## src/rtl/fifo_burst_wr_arbiter.sv

```systemverilog
// Round-robin burst write arbiter in front of a shared synchronous FIFO; each grant writes BURST_LEN
// contiguous words. Optional timeout/zero-padding of stalled bursts under FIFO_ARB_PAD_EN.
module fifo_burst_wr_arbiter #(
  parameter int unsigned NUM_REQ     = 4,
  parameter int unsigned DATA_WIDTH  = 32,
  parameter int unsigned ADDR_WIDTH  = 10,
  parameter int unsigned BURST_LEN   = 9,
  parameter int unsigned TIMEOUT_CYC = 16,
  localparam int unsigned IdW        = (NUM_REQ > 1) ? $clog2(NUM_REQ) : 1
) (
  input  logic                          clk_i,
  input  logic                          rst_ni,
  input  logic [NUM_REQ-1:0]            req_valid_i,
  input  logic [NUM_REQ*DATA_WIDTH-1:0] req_data_i,
  output logic [NUM_REQ-1:0]            req_ready_o,
  output logic [DATA_WIDTH-1:0]         fifo_wr_data_o,
  output logic                          fifo_wr_en_o,
  input  logic                          fifo_full_i,
  input  logic [ADDR_WIDTH:0]           fifo_wr_water_level_i,
  output logic [IdW-1:0]                grant_id_o,
  output logic                          busy_o,
  output logic                          pad_err_o
);

  localparam int unsigned CntW  = ADDR_WIDTH + 1;
  localparam int unsigned FreeW = ADDR_WIDTH + 2;

`ifdef FIFO_ARB_PAD_EN
  typedef enum logic [1:0] {StIdle, StGrant, StPad} state_e;
  localparam int unsigned StallW = $clog2(TIMEOUT_CYC + 1);
  logic [StallW-1:0] stall_cnt_q, stall_cnt_d;
  logic              pad_err_q, pad_err_d;
`else
  typedef enum logic [1:0] {StIdle, StGrant} state_e;
`endif

  state_e                state_q, state_d;
  logic [IdW-1:0]        grant_id_q, grant_id_d;
  logic [IdW-1:0]        rr_ptr_q, rr_ptr_d;
  logic [CntW-1:0]       burst_cnt_q, burst_cnt_d;
  logic                  wr_en_q, wr_en_d;
  logic [DATA_WIDTH-1:0] wr_data_q, wr_data_d;

  logic [DATA_WIDTH-1:0] req_word [NUM_REQ];
  logic [FreeW-1:0]      free_space;
  logic                  pick_found;
  logic [IdW-1:0]        pick_idx;
  logic [IdW-1:0]        scan_idx;
  logic [IdW-1:0]        next_id;
  logic                  last_word;
  logic                  xfer;

  for (genvar g = 0; g < NUM_REQ; g++) begin : g_word
    assign req_word[g] = req_data_i[g*DATA_WIDTH +: DATA_WIDTH];
  end

  // The word registered last cycle is not yet visible in the water level.
  assign free_space = FreeW'(1 << ADDR_WIDTH) - FreeW'(fifo_wr_water_level_i) - FreeW'(wr_en_q);
  assign next_id    = (grant_id_q == IdW'(NUM_REQ - 1)) ? '0 : grant_id_q + 1'b1;
  assign last_word  = (burst_cnt_q == CntW'(BURST_LEN - 1));

  always_comb begin
    pick_found = 1'b0;
    pick_idx   = '0;
    scan_idx   = rr_ptr_q;
    for (int k = 0; k < NUM_REQ; k++) begin
      if (!pick_found && req_valid_i[scan_idx]) begin
        pick_found = 1'b1;
        pick_idx   = scan_idx;
      end
      scan_idx = (scan_idx == IdW'(NUM_REQ - 1)) ? '0 : scan_idx + 1'b1;
    end
  end

  always_comb begin
    state_d     = state_q;
    grant_id_d  = grant_id_q;
    rr_ptr_d    = rr_ptr_q;
    burst_cnt_d = burst_cnt_q;
    wr_en_d     = 1'b0;
    wr_data_d   = wr_data_q;
    req_ready_o = '0;
    busy_o      = 1'b0;
    xfer        = 1'b0;
`ifdef FIFO_ARB_PAD_EN
    stall_cnt_d = stall_cnt_q;
    pad_err_d   = pad_err_q;
`endif
    unique case (state_q)
      StIdle: begin
        if (pick_found && (free_space >= FreeW'(BURST_LEN))) begin
          grant_id_d  = pick_idx;
          burst_cnt_d = '0;
          state_d     = StGrant;
`ifdef FIFO_ARB_PAD_EN
          stall_cnt_d = '0;
`endif
        end
      end
      StGrant: begin
        busy_o                  = 1'b1;
        req_ready_o[grant_id_q] = !fifo_full_i;
        xfer                    = req_valid_i[grant_id_q] && !fifo_full_i;
        if (xfer) begin
          wr_en_d     = 1'b1;
          wr_data_d   = req_word[grant_id_q];
          burst_cnt_d = burst_cnt_q + 1'b1;
`ifdef FIFO_ARB_PAD_EN
          stall_cnt_d = '0;
`endif
          if (last_word) begin
            rr_ptr_d = next_id;
            state_d  = StIdle;
          end
        end
`ifdef FIFO_ARB_PAD_EN
        else if (!fifo_full_i) begin
          if (stall_cnt_q == StallW'(TIMEOUT_CYC - 1)) begin
            stall_cnt_d = '0;
            state_d     = StPad;
          end else begin
            stall_cnt_d = stall_cnt_q + 1'b1;
          end
        end
`endif
      end
`ifdef FIFO_ARB_PAD_EN
      StPad: begin
        // Fill the rest of the burst with zeros so FIFO framing stays aligned.
        if (!fifo_full_i) begin
          wr_en_d     = 1'b1;
          wr_data_d   = '0;
          burst_cnt_d = burst_cnt_q + 1'b1;
          if (last_word) begin
            pad_err_d = 1'b1;
            rr_ptr_d  = next_id;
            state_d   = StIdle;
          end
        end
      end
`endif
      default: state_d = StIdle;
    endcase
  end

  always_ff @(posedge clk_i) begin
    if (!rst_ni) begin
      state_q     <= StIdle;
      grant_id_q  <= '0;
      rr_ptr_q    <= '0;
      burst_cnt_q <= '0;
      wr_en_q     <= 1'b0;
      wr_data_q   <= '0;
`ifdef FIFO_ARB_PAD_EN
      stall_cnt_q <= '0;
      pad_err_q   <= 1'b0;
`endif
    end else begin
      state_q     <= state_d;
      grant_id_q  <= grant_id_d;
      rr_ptr_q    <= rr_ptr_d;
      burst_cnt_q <= burst_cnt_d;
      wr_en_q     <= wr_en_d;
      wr_data_q   <= wr_data_d;
`ifdef FIFO_ARB_PAD_EN
      stall_cnt_q <= stall_cnt_d;
      pad_err_q   <= pad_err_d;
`endif
    end
  end

  assign fifo_wr_en_o   = wr_en_q;
  assign fifo_wr_data_o = wr_data_q;
  assign grant_id_o     = grant_id_q;
`ifdef FIFO_ARB_PAD_EN
  assign pad_err_o = pad_err_q;
`else
  assign pad_err_o = 1'b0;
`endif

endmodule

```

## config.mk

```make
export PLATFORM = sky130hd
export DESIGN_NAME = fifo_burst_wr_arbiter
export DESIGN_NICKNAME = d
export VERILOG_FILES = /design/src/rtl/fifo_burst_wr_arbiter.sv
export SDC_FILE = /design/constraint.sdc
export NUM_CORES = 1
export LEC_CHECK = 0
export ABC_AREA = 1
export ABC_CLOCK_PERIOD_IN_PS = 3500
export BUFFER_PORTS_ARGS = -buffer_cell sky130_fd_sc_hd__buf_2
export CORE_MARGIN = 3
export CORE_UTILIZATION = 51
export CTS_CLUSTER_SIZE = 24
export DETAILED_ROUTE_END_ITERATION = 16
export GPL_TIMING_DRIVEN = 0
export PLACE_DENSITY = 0.91
export SLEW_MARGIN = 10
export SYNTH_ARGS = -nofsm -noshare
export SYNTH_HDL_FRONTEND = slang
export SYNTH_SLANG_ARGS = --single-unit
export TNS_END_PERCENT = 1
```

## constraint.sdc

```tcl
create_clock -name clk_i -period 3.5 [get_ports clk_i]
set_input_delay 0.525 -clock clk_i [delete_from_list [all_inputs] [get_ports clk_i]]
set_output_delay 0.525 -clock clk_i [all_outputs]
set_load 0.03 [all_outputs]
```

# Word-level counts from Yosys, hierarchy flattened
# Cells that the tools add are included.
[totals]
ff_bits = 50
output_inout_bits = 41
in_bits = 146
elab_cells = 87
[classes]
order_cmp = 8
add_sub_neg = 7
eq_ne = 9
bitwise_logic = 2
reduce_logical = 18
n_mux = 37
[ops]
columns = ["op", "count"]
rows = [
  ["binary-select mux 32 bit (select 2 bit)", 1],
  ["2-to-1 mux 32 bit", 2],
  ["2-to-1 mux 11 bit", 2],
  ["2-to-1 mux 2 bit", 11],
  ["one-hot mux 11 bit (2 select lines)", 1],
  ["less-than comparator 2 x 3 -> 1 bit (second input constant)", 5],
  [">= comparator 12 x 4 -> 1 bit (second input constant)", 1],
  ["2-to-1 mux 1 bit", 12],
  ["subtractor 11 x 11 -> 12 bit (first input constant)", 1],
  ["subtractor 12 x 1 -> 12 bit", 1],
  ["adder 11 x 1 -> 11 bit (second input constant)", 1],
  ["equality test 11 x 4 -> 1 bit (second input constant)", 1],
  ["binary-select mux 1 bit (select 2 bit)", 5],
  ["AND reduction 3 bit", 3],
  ["adder 2 x 1 -> 2 bit (second input constant)", 4],
  ["equality test 2 bit (second input constant)", 4],
  ["logical AND 1 bit", 6],
  ["inequality test 2 bit (second input constant)", 3],
  ["AND reduction 2 bit", 3],
  ["bitwise AND 4 bit", 1],
  ["zero test 1 bit", 4],
  ["2-to-1 mux 4 bit", 1],
  ["one-hot mux 2 bit (2 select lines)", 1],
  [">= comparator 3 bit (second input constant)", 1],
  ["other kinds (6)", 6],
]

# Longest topological paths before layout
[depth]
ltp_word = 15
mapped_depth = 19
mapped_depth_nobuf = 19

# Worst setup path before layout
# OpenSTA, ideal clock, no wires.
[synth_timing]
kind = "register -> output"
startpoint = "reg grant_id_q[0] (netlist: grant_id_o[0])"
endpoint = "out req_ready_o[2]"
required_ps = 2975
t_arrival_ps = 1760
setup_slack_ps = 1215
path_stages_with_launch = 7
n_path_buf = 2
cell_sequence = "dfxtp_1 > inv_1 > clkbuf_1 > clkbuf_1 > ha_1 > inv_1 > nor2_1"
[synth_between]
elab_chain_cells = 6
word_cells_on_any_way = 7
classes_between = "order compare (2); mux (3); bitwise (1); reduce/logical (1)"
[synth_rtl]
columns = ["item", "line_no", "text"]
rows = [
  ["from (decl)", "38", "logic [IdW-1:0] grant_id_q, grant_id_d;"],
  ["from (signal assigned)", "160", "grant_id_q <= grant_id_d;"],
  ["less-than comparator 2 x 3 -> 1 bit (implied by the code) or >= comparator 2 x 1 -> 1 bit (tied branches)", "102", "req_ready_o[grant_id_q] = !fifo_full_i;"],
  ["logical AND 1 bit (implied by the code)", "102", ""],
  ["2-to-1 mux 1 bit (implied by the code)", "102", ""],
  ["demux 1 bit (select 2 bit) *", "102", ""],
  ["bitwise AND 4 bit (no line) *", "--", ""],
  ["2-to-1 mux 4 bit *", "89", "unique case (state_q)"],
  ["to (decl)", "15", "output logic [NUM_REQ-1:0] req_ready_o,"],
]
# Every way passes the cells marked *; elsewhere a longest branch is shown, timed or not.

# Worst setup path in the final report
[layout_timing]
startpoint = "reg grant_id_q[0] (netlist: grant_id_o[0])"
endpoint = "out req_ready_o[0]"
# Same word-level chain as after synthesis.

==> qor.yml <==
cap_violations: 0
ant_nets: 0
finalWirelength_mm: 12.96
ys_top_cells_by_count: "162 x nor2_1, 109 x o21ai_0, 71 x nand2_1, 58 x inv_1, 49 x dfxtp_1"
yosys.area_share.simple_pct: 31.02
numClockSinks: 49
peakVddDrop_mv: 0.2013
fillers: 685
setup_ws_ns: 0.6604
io_buffer_count: 184
num_vias: 4920
slowest_stage: "dfxtp_1"
grtUsageTotal_pct: 29.14
syn_to_final_growth_pct: 30.01
cts_setup_buffers: 0
finalMaxSlewViolations: 0
critPathMaxFanout: 11
ys_ff_latch: 49
p_leak_nw: 2.511
period_share_pct: 81.13
grt_overflow: 0
cp-start-kind: "register"
ys_types: 35
final_nets: 987
cp_data_required_time_ns: 2.97
diodes: 0
path_cells: "inv_1 -> clkbuf_1 -> clkbuf_1 -> ha_1 -> inv_1 -> nor2_1 -> buf_2"
max_stage_delay_ns: 0.43
syn_avg_cell_area_um2: 6.141
htree_levels: 2
grt_pass1_vias: 4656
slew-limit-headroom_pct: 52.23
fin_setup_tns_ns: 0
viasPerCell: 5.342
hold_class: "register to register"
ctsResizeCount: 0
crit_arrival_ns: 2.31
drc_errors: 0
synth_compound_area_share_pct: 24.58
hold_viol: 0
critPathBufInv: 5
ys_async_sr_fraction_pct: 0
start_util_pct: 53.05
synth_adder_area_share_pct: 6.468
synthFlopType: "dfxtp_1"
grt_max_degree: 15
pre_cts_slack_ns: 0.7541
synthTopCellsByArea: "dfxtp_1 25%, nor2_1 16%, o21ai_0 14%, nand2_1 6.9%, ha_1 6.5%"
antenna_found_initial: 0
setup_viol: 0
coreArea_mm2: 0.007292
cts_hold_buffers: 0
crit_path_end_kind: "output port"
synth_nets: 796
post-synth-top-count-cell: "nor2_1"
dr.pass1.iters: 5
synth_area_mm2: 0.003869
crit_family: "buffers and inverters"
synth.area.mux_share_pct: 0
worst-slew-pin-transition_ns: 0.7165
status: "completed"
synth_xor_area_share_pct: 2.038
yosys.area.top_type: "dfxtp_1"
fmax_mhz: 352.2
multi_input_area_mm2: 0.002484
synth_top_family_by_area: "simple AND/OR/NAND/NOR gates"
cts_tree: "done"
rsz0062_at_grt: "no"
die_h_um: 93.10
die_x_um: 93.10
seqCellArea_um2: 980.9
pin_count: 187
cts_root_buf: "clkbuf_8"
ys_warn_count: 0
grt_pass1_wl_mm: 20.64
die_area_mm2: 0.008667
p_per_area_mw_per_mm2: 321.3
wire_per_inst_um: 14.07
drive_above_1_share_pct: 28.47
path_clk_slew_ns: 0.09
synth_top_area_share_pct: 25.36
cts_buffers: 5
fin_crit_ns: 2.840
clockBufferDepth: 2
drtIter0Drc: 266
syn_inst: 630
dp_hpwl_mm: 10.33
yosysSeqAreaShare_pct: 25.36
insertion_delay_ns: 0.30
gp_congestion: 0.9254
path_class: "register to output port"
finClkSkew_ns: 0.003638
synth_enable_flop_cells: 0
placementRows: 31
==> worst reg2reg max path: stages (launching register included) <==
cell and delay, ns:
dfxtp_1 0.33, inv_1 0.04, ha_1 0.18, ha_1 0.20, inv_1 0.07, ha_1 0.16
inv_1 0.06, nand2_1 0.08, nand2_1 0.07, nand3_1 0.10, nand2_1 0.10, nand2_1 0.09
nand3_1 0.07, nand2_1 0.08, nand3_1 0.18, nand2_4 0.17, nand2_2 0.16, nand2_1 0.12
a21oi_2 0.06
==> kinds of logic after synthesis <==
logic type      Yosys count
buf+inv                  98
flops                    49
xor+xnor                  9
simple gates            280
fa+ha+maj                20
compound gates          173
other cells               1
==> area by class of cell <==
| class | count | share of cell area (%) |
|---|---|---|
| Clock buffer | 7 | 1.716 |
| Timing Repair Buffer | 184 | 18.31 |
| Clock inverter | 1 | 0.5970 |
| Buffer | 37 | 3.483 |
| Sequential cell | 49 | 19.50 |
| Tap cell | 99 | 2.463 |
| Multi-Input combinational cell | 483 | 49.38 |
| Inverter | 61 | 4.552 |
==> path summary, 6_finish.rpt <==
path | slack [ns] | cells past startpoint | endpoint | startpoint
setup / recovery | 0.66 | 7 | req_ready_o[0] | grant_id_o[0]
hold / removal | 0.49 | 2 | burst_cnt_q[4] | burst_cnt_q[4]
setup reg to reg | 1.06 | 18 | burst_cnt_q[10] | fifo_wr_en_o
hold reg to reg | 0.49 | 2 | burst_cnt_q[4] | burst_cnt_q[4]
==> sequential cells by signal (all words and copies together), names as in the netlist <==
name / cells
fifo_wr_data_o: 32
burst_cnt_q: 11
grant_id_o: 2
rr_ptr_q: 2
fifo_wr_en_o: 1
state_q: 1
==> where the power goes <==
group          internal (W)  total (W)  switching [W]
sequential         0.000589   0.000613      0.0000236
combinational      0.000207   0.000575       0.000367
clock              0.000233   0.000429       0.000195
total               0.00103    0.00162       0.000586
==> layout by cell type (no fill, tap or decap), types with 9 or more instances in the layout <==
cell      instances
a21oi_1          18
a31oi_1          33
buf_2           191
clkbuf_1         25
dfxtp_1          49
ha_1             20
inv_1            58
nand2_1          71
nand3_1          17
nand3_2           9
nor2_1          162
o21ai_0         109
==> routing by layer <==
metal  up-vias  GRT usage, %  part of all wire (%)
met4         0         8.181                   1.7
met5         -             0                     0
li1       2446             -                     -
met1      2228         34.08                    39
met3        20         4.666                   7.6
met2       226         54.47                    52
==> metrics by stage <==
stage | area [um2] | std cells | hold WS, ns | util (%) | total power [W]
3_5_place_dp | 4913 | 913 | 0.4814 | 67.38 | 0.001193
5_1_grt | 5030 | 921 | 0.5175 | 68.98 | 0.001704
6_report | 5030 | 921 | 0.4949 | 68.98 | 0.001616
2_1_floorplan | 3869 | 630 | 0.4533 | - | 0.0009869
4_1_cts | 5030 | 921 | 0.4957 | 68.98 | 0.001608
3_3_place_gp | 4913 | 913 | 0.4673 | 67.38 | 0.001173
No activity file was read; power rests on OpenSTA's default activity.
